## config.mk

```make
export PLATFORM = sky130hd
export DESIGN_NAME = ntt_agu_flat
export DESIGN_NICKNAME = d
export VERILOG_FILES = /design/src/rtl/ntt_pkg.sv /design/src/rtl/ntt_agu_if.sv /design/src/rtl/ntt_bank_map.sv /design/src/rtl/ntt_agu.sv /design/src/flat_wrapper.sv
export SDC_FILE = /design/constraint.sdc
export NUM_CORES = 1
export LEC_CHECK = 0
export ABC_AREA = 1
export CORE_MARGIN = 2
export CORE_UTILIZATION = 35
export DETAILED_ROUTE_END_ITERATION = 12
export HOLD_SLACK_MARGIN = 0.12
export PLACE_DENSITY = 0.67
export SYNTH_ARGS = -nofsm -noshare
export SYNTH_HDL_FRONTEND = slang
export SYNTH_SLANG_ARGS = --single-unit
```

## constraint.sdc

```tcl
create_clock -name clk -period 4.5 [get_ports clk]
set_clock_uncertainty 0.2 [all_clocks]
set_input_delay 0.9 -clock clk [delete_from_list [all_inputs] [get_ports clk]]
set_output_delay 0.9 -clock clk [all_outputs]
set_load 0.02 [all_outputs]
```

## src/rtl/ntt_pkg.sv

```systemverilog
// Shared constants, state encoding and index helper for the NTT address path.
package ntt_pkg;

  localparam int N_LOG   = 12;                // log2 of polynomial degree
  localparam int K       = 4;                 // log2 of radix / bank count
  localparam int R       = 1 << K;            // lanes and banks
  localparam int STAGES  = N_LOG / K;         // iteration stages
  localparam int GROUPS  = 1 << (N_LOG - K);  // butterfly groups per stage
  localparam int MA_W    = N_LOG - K;         // per-lane memory address width
  localparam int GROUP_W = N_LOG - K;         // group counter width
  localparam int STAGE_W = 2;                 // stage counter / stage_out width

  typedef enum logic [1:0] {
    IDLE  = 2'd0,
    RUN   = 2'd1,
    DRAIN = 2'd2,
    DONE  = 2'd3
  } agu_state_t;

  // Coefficient index for stage s, group j, lane l: the lane occupies digit s,
  // group bits below that digit stay in place, group bits above it move up
  // by one digit to make room for the lane field.
  function automatic logic [N_LOG-1:0] build_idx(
    input logic [STAGE_W-1:0] s,
    input logic [GROUP_W-1:0] j,
    input logic [K-1:0]       l
  );
    logic [N_LOG-1:0] wide_j;
    logic [N_LOG-1:0] wide_l;
    logic [N_LOG-1:0] low_mask;
    int unsigned      sh;
    sh       = int'(s) * K;
    wide_j   = {{K{1'b0}}, j};
    wide_l   = {{(N_LOG-K){1'b0}}, l};
    low_mask = (N_LOG'(1) << sh) - N_LOG'(1);
    build_idx = ((wide_j & ~low_mask) << K) | (wide_l << sh) | (wide_j & low_mask);
  endfunction

endpackage

```

## src/rtl/ntt_agu_if.sv

```systemverilog
// Bus between the address generation unit and the NTT controller.
interface ntt_agu_if;
  import ntt_pkg::*;

  // Handshake: AGU_enable is a level request from the controller; while it is
  // high in RUN one group is issued per cycle. BN_MA_out_en is a pure valid
  // strobe with no ready: the pipeline never stalls, so the controller must
  // take bn_out/ma_out/stage_out in every cycle the strobe is high.
  // AGU_done is a single-cycle pulse one cycle after the final strobe.
  logic              AGU_enable;
  logic              BN_MA_out_en;
  logic [R*K-1:0]    bn_out;
  logic [R*MA_W-1:0] ma_out;
  logic [STAGE_W-1:0] stage_out;
  logic              AGU_done;
  agu_state_t        state;      // FSM state, exported for observation

  modport master (
    input  AGU_enable,
    output BN_MA_out_en, bn_out, ma_out, stage_out, AGU_done, state
  );

  modport slave (
    output AGU_enable,
    input  BN_MA_out_en, bn_out, ma_out, stage_out, AGU_done, state
  );

endinterface

```

## src/rtl/ntt_bank_map.sv

```systemverilog
// Single-lane index -> (bank number, memory address) map.
module ntt_bank_map
  import ntt_pkg::*;
(
  input  logic [N_LOG-1:0] idx,
  output logic [K-1:0]     bn,
  output logic [MA_W-1:0]  ma
);

  logic [K-1:0] digit_sum;

  // Sum of all K-bit digits, kept to K bits so the result wraps mod R.
  always_comb begin
    digit_sum = '0;
    for (int d = 0; d < STAGES; d++) begin
      digit_sum = digit_sum + idx[d*K +: K];
    end
  end

  assign bn = digit_sum;
  assign ma = idx[N_LOG-1:K];

endmodule

```

## src/rtl/ntt_agu.sv

```systemverilog
// Address generation unit: walks every group of every stage and emits the
// per-lane bank numbers and addresses through a two-stage pipeline.
module ntt_agu
  import ntt_pkg::*;
(
  input  logic      clk,
  input  logic      rst,
  ntt_agu_if.master bus
);

  if ((N_LOG % K) != 0) begin : g_bad_cfg
    $error("ntt_agu: N_LOG must be an exact multiple of K");
  end

  localparam logic [GROUP_W-1:0] LAST_GROUP = GROUP_W'(GROUPS - 1);
  localparam logic [STAGE_W-1:0] LAST_STAGE = STAGE_W'(STAGES - 1);

  agu_state_t          state;
  logic [STAGE_W-1:0]  stage_cnt;
  logic [GROUP_W-1:0]  group_cnt;
  logic                done_q;
  logic                issue;

  logic                p1_valid;
  logic [STAGE_W-1:0]  p1_stage;
  logic [N_LOG-1:0]    p1_idx [R];

  logic [K-1:0]        lane_bn [R];
  logic [MA_W-1:0]     lane_ma [R];

  logic                p2_valid;
  logic [STAGE_W-1:0]  p2_stage;
  logic [R*K-1:0]      p2_bn;
  logic [R*MA_W-1:0]   p2_ma;

  // A group is issued only in RUN and only while the controller enables us.
  assign issue = (state == RUN) && bus.AGU_enable;

  // Control FSM with group/stage counters and the registered done pulse.
  always_ff @(posedge clk) begin
    if (rst) begin
      state     <= IDLE;
      stage_cnt <= '0;
      group_cnt <= '0;
      done_q    <= 1'b0;
    end else begin
      done_q <= 1'b0;
      case (state)
        IDLE: begin
          if (bus.AGU_enable) state <= RUN;
        end
        RUN: begin
          if (bus.AGU_enable) begin
            if (group_cnt == LAST_GROUP) begin
              group_cnt <= '0;
              if (stage_cnt == LAST_STAGE) begin
                stage_cnt <= '0;
                state     <= DRAIN;
              end else begin
                stage_cnt <= stage_cnt + STAGE_W'(1);
              end
            end else begin
              group_cnt <= group_cnt + GROUP_W'(1);
            end
          end
        end
        DRAIN: begin
          // Nothing is issued here, so once P1 is empty the entry now in P2
          // is the last one; pulse done to line up with the cycle after it.
          if (!p1_valid) begin
            done_q <= 1'b1;
            state  <= DONE;
          end
        end
        DONE: begin
          if (!bus.AGU_enable) state <= IDLE;
        end
        default: state <= IDLE;
      endcase
    end
  end

  // P1 valid bit, cleared on reset so in-flight entries are dropped.
  always_ff @(posedge clk) begin
    if (rst) p1_valid <= 1'b0;
    else     p1_valid <= issue;
  end

  // P1 data: per-lane index and the stage tag of the issued group.
  always_ff @(posedge clk) begin
    if (issue) begin
      p1_stage <= stage_cnt;
      for (int l = 0; l < R; l++) begin
        p1_idx[l] <= build_idx(stage_cnt, group_cnt, K'(l));
      end
    end
  end

  for (genvar l = 0; l < R; l++) begin : g_lane
    ntt_bank_map u_map (
      .idx (p1_idx[l]),
      .bn  (lane_bn[l]),
      .ma  (lane_ma[l])
    );
  end

  // P2 output registers; data is forced to zero whenever the entry is invalid.
  always_ff @(posedge clk) begin
    if (rst) begin
      p2_valid <= 1'b0;
      p2_stage <= '0;
      p2_bn    <= '0;
      p2_ma    <= '0;
    end else begin
      p2_valid <= p1_valid;
      p2_stage <= p1_valid ? p1_stage : '0;
      for (int l = 0; l < R; l++) begin
        p2_bn[l*K +: K]       <= p1_valid ? lane_bn[l] : '0;
        p2_ma[l*MA_W +: MA_W] <= p1_valid ? lane_ma[l] : '0;
      end
    end
  end

  assign bus.BN_MA_out_en = p2_valid;
  assign bus.bn_out       = p2_bn;
  assign bus.ma_out       = p2_ma;
  assign bus.stage_out    = p2_stage;
  assign bus.AGU_done     = done_q;
  assign bus.state        = state;

endmodule

```

## src/flat_wrapper.sv

```systemverilog
// flat-port wrapper written by rule: the top's interface ports become plain ports
module ntt_agu_flat import ntt_pkg::*;
  (clk, rst, bus_AGU_enable, bus_BN_MA_out_en, bus_bn_out, bus_ma_out, bus_stage_out, bus_AGU_done, bus_state);
  ntt_agu_if bus_i ();
  input  logic clk;
  input  logic rst;
  input wire logic [$bits(bus_i.AGU_enable)-1:0] bus_AGU_enable;
  output wire logic [$bits(bus_i.BN_MA_out_en)-1:0] bus_BN_MA_out_en;
  output wire logic [$bits(bus_i.bn_out)-1:0] bus_bn_out;
  output wire logic [$bits(bus_i.ma_out)-1:0] bus_ma_out;
  output wire logic [$bits(bus_i.stage_out)-1:0] bus_stage_out;
  output wire logic [$bits(bus_i.AGU_done)-1:0] bus_AGU_done;
  output wire logic [$bits(bus_i.state)-1:0] bus_state;
  assign bus_i.AGU_enable = bus_AGU_enable;
  assign bus_BN_MA_out_en = bus_i.BN_MA_out_en;
  assign bus_bn_out = bus_i.bn_out;
  assign bus_ma_out = bus_i.ma_out;
  assign bus_stage_out = bus_i.stage_out;
  assign bus_AGU_done = bus_i.AGU_done;
  assign bus_state = bus_i.state;
  ntt_agu u_core (.clk(clk), .rst(rst), .bus(bus_i));
endmodule
```

==> results.tsv <==
metric	value	unit
outcome	complete, no violations	
nFillCells	1253	
drc	0	
numCtsBuffers	9	
cts_num_sinks	89	
syn_avg_cell_area	8.72	um2
p_int	1.62	mW
worst_pin_slew	0.492	ns
post-route-period-util	57.7	%
use_met1	16.1	%
viasPerCell	4.29	
rows	43	
post_cts_buffers	0	
fin_tns_setup	0	ns
busiest_layer	met2	
crit_chain	clkdlybuf4s50_1	
drive_gt1_share	9.81	%
slowest_stage	clkdlybuf4s50_1	
yosysSeqAreaShare	41.3	%
routed_wl	9.98	mm
rsz0062_at_grt	no	
r2r_cells	8	
setup-violations-final	0	
clkPwrFrac	28.6	%
final_nets	653	
dp_hpwl	7.89	mm
fp.dieW	123	um
p_per_area	394	mW/mm2
syn_inst	567	
min_path_type	flop to flop	
io_buffers	200	
grt_remaining_overflow	0	
max_freq	385	MHz
htreeDepth	3	
finalCriticalPeriod	2.60	ns
synth_fp_nets	593	
cp.depth	1	
peakVddDrop	0.000227	V
antenna_found_initial	0	
critPathMaxFanout	8	
required	3.40	ns
slowest_delay	0.68	ns
p_sw_share	35.2	%
ys_ff_latch	89	
io_pins	201	
synth_cell_type_count	28	
synth_area	0.00494	mm2
critPathLaunchType	flop	
total_power	2.49	mW
slew_headroom	67.1	%
routabilityCongestion	0.856	
initial_utilization	35.8	%
wl_per_cell	12.3	um
clockBufferDepth	2	
grt_pass1_vias	3106	
dieArea	0.0151	mm2
die_y	123	um
maxSlewViolCount	0	
area.growth.synth_to_final	28.1	%
hold_buffers	0	
yosys_warnings	0	
drtPass1Iterations	4	
clock_latency	0.34	ns
clk_pin_slew	0.07	ns
cts-resized-gates	0	
grt_util_met3	2.97	%
whs_path_depth	1	
worstSetupPathType	flop to output port	
power_frac_comb	33.2	%
p_sw	879	uW
cp_top_family	buffers and inverters	
drv_cap	0	
total_leakage_power	2.52	nW
cts_root_buf	clkbuf_16	
track_usage	13.2	%
seqPwrFrac	38.2	%
dr.first_iter.drc_count	186	
grt_start_max_net_pins	33	
core	0.0138	mm2
hold_violations	0	
critical_path_buf_inv_count	1	
antenna_cells_inserted	0	
vias	3486	
grt_pass1_wl	15.5	mm
cp-end-kind	output port	
final_cell_mix	clkdlybuf4s50_1 (200), nor2_1 (82), dfxtp_1 (63)	
grt_use_met2	23.0	%
cts_tree	built	
final_common_cell	clkdlybuf4s50_1	
ant_nets	0	
cp.arrival	1.50	ns
==> power groups by stage <==
stage	registers, mW	clock network, mW	logic, mW
4_1_cts	0.954	0.735	0.832
6_report	0.952	0.714	0.828
3_3_place_gp	0.968	0	0.810
5_1_grt	0.962	0.764	0.919
3_5_place_dp	0.972	0	0.825
2_1_floorplan	0.999	0	0.578
==> path summary, 6_finish.rpt <==
| kind | start | end | slack [ns] |
|---|---|---|---|
| hold reg to reg | u_core.p1_valid | u_core.bus.AGU_done | 0.25 |
| hold / removal | u_core.p1_valid | u_core.bus.AGU_done | 0.25 |
| setup / recovery | u_core.bus.ma_out[105] | bus_ma_out[9] | 1.90 |
| setup reg to reg | u_core.p1_idx[0][6] | u_core.bus.bn_out[11] | 2.16 |
==> kinds of logic (layout without fill, tap and decap cells) <==
family,Yosys count,after routing,share of synthesized area [%]
AOI/OAI and AO/OA,31,31,3.34
xor gates and xnor gates,5,5,0.886
adders and majority gates,23,23,7.03
buffers and inverters,217,282,27.8
DFF,89,89,41.3
and+or+nand+nor,202,202,19.6
==> stage by stage <==
| stage | instance area [um2] | setup slack (ns) | instances | util, % | hold WS [ns] |
|---|---|---|---|---|---|
| after floorplan | 4940 | 2.44 | 567 | - | 0.219 |
| after global placement | 6050 | 1.75 | 796 | 43.7 | 0.239 |
| after detailed placement | 6050 | 1.71 | 796 | 43.7 | 0.243 |
| after CTS | 6330 | 1.85 | 812 | 45.8 | 0.254 |
| after global routing | 6330 | 1.81 | 812 | 45.8 | 0.288 |
| final | 6330 | 1.90 | 812 | 45.8 | 0.250 |
==> synth_stat cells <==
cell        n  area share [%]
xor2_1      1            0.18
o21ai_0     6            0.61
nand3_2    12             2.4
nor2_4      4            0.91
nor3_1      2            0.20
nand2_2    12             1.5
or2_1       4            0.51
inv_2       9            0.68
dfxtp_1    63              26
buf_4     147              22
a21oi_1    16             1.6
nor2_2      5            0.63
fa_1        8             3.2
xnor2_1     4            0.71
nor3_2      1            0.20
buf_2       4            0.40
nor2_1     82             6.2
nand3_1    27             2.7
o21ai_1     3            0.30
inv_4       2            0.25
edfxtp_1   26              16
ha_1       15             3.8
inv_1      55             4.2
nand2_1    51             3.9
o22ai_1     4            0.51
nand2_4     1            0.23
nand3b_1    1            0.15
o21a_1      2            0.30
==> layer usage <==
metal  vias to the layer above  part of all wire (%)
li1                       1739                     -
met1                      1602                    43
met2                       134                    50
met3                        11                   5.9
met4                         0                   1.4
met5                         -                     0
==> sequential cells by signal (all words and copies together) (netlist names), 2 cells and up <==
name	flops
u_core.bus.bn_out	30
u_core.p1_idx	24
u_core.bus.ma_out	16
u_core.group_cnt	8
u_core.bus.stage_out	2
u_core.bus.state	2
u_core.p1_stage	2
u_core.stage_cnt	2
==> area by class of cell <==
| cell class | instances | area [um2] | share of cell area, % |
|---|---|---|---|
| Inverter | 66 | 253 | 3.99 |
| Sequential cell | 89 | 2040 | 32.2 |
| Clock inverter | 7 | 58.8 | 0.929 |
| Tap cell | 180 | 225 | 3.56 |
| Multi-Input combinational cell | 261 | 1530 | 24.1 |
| Timing Repair Buffer | 200 | 2000 | 31.6 |
| Clock buffer | 9 | 225 | 3.56 |
No activity file was read; power rests on OpenSTA's default activity.
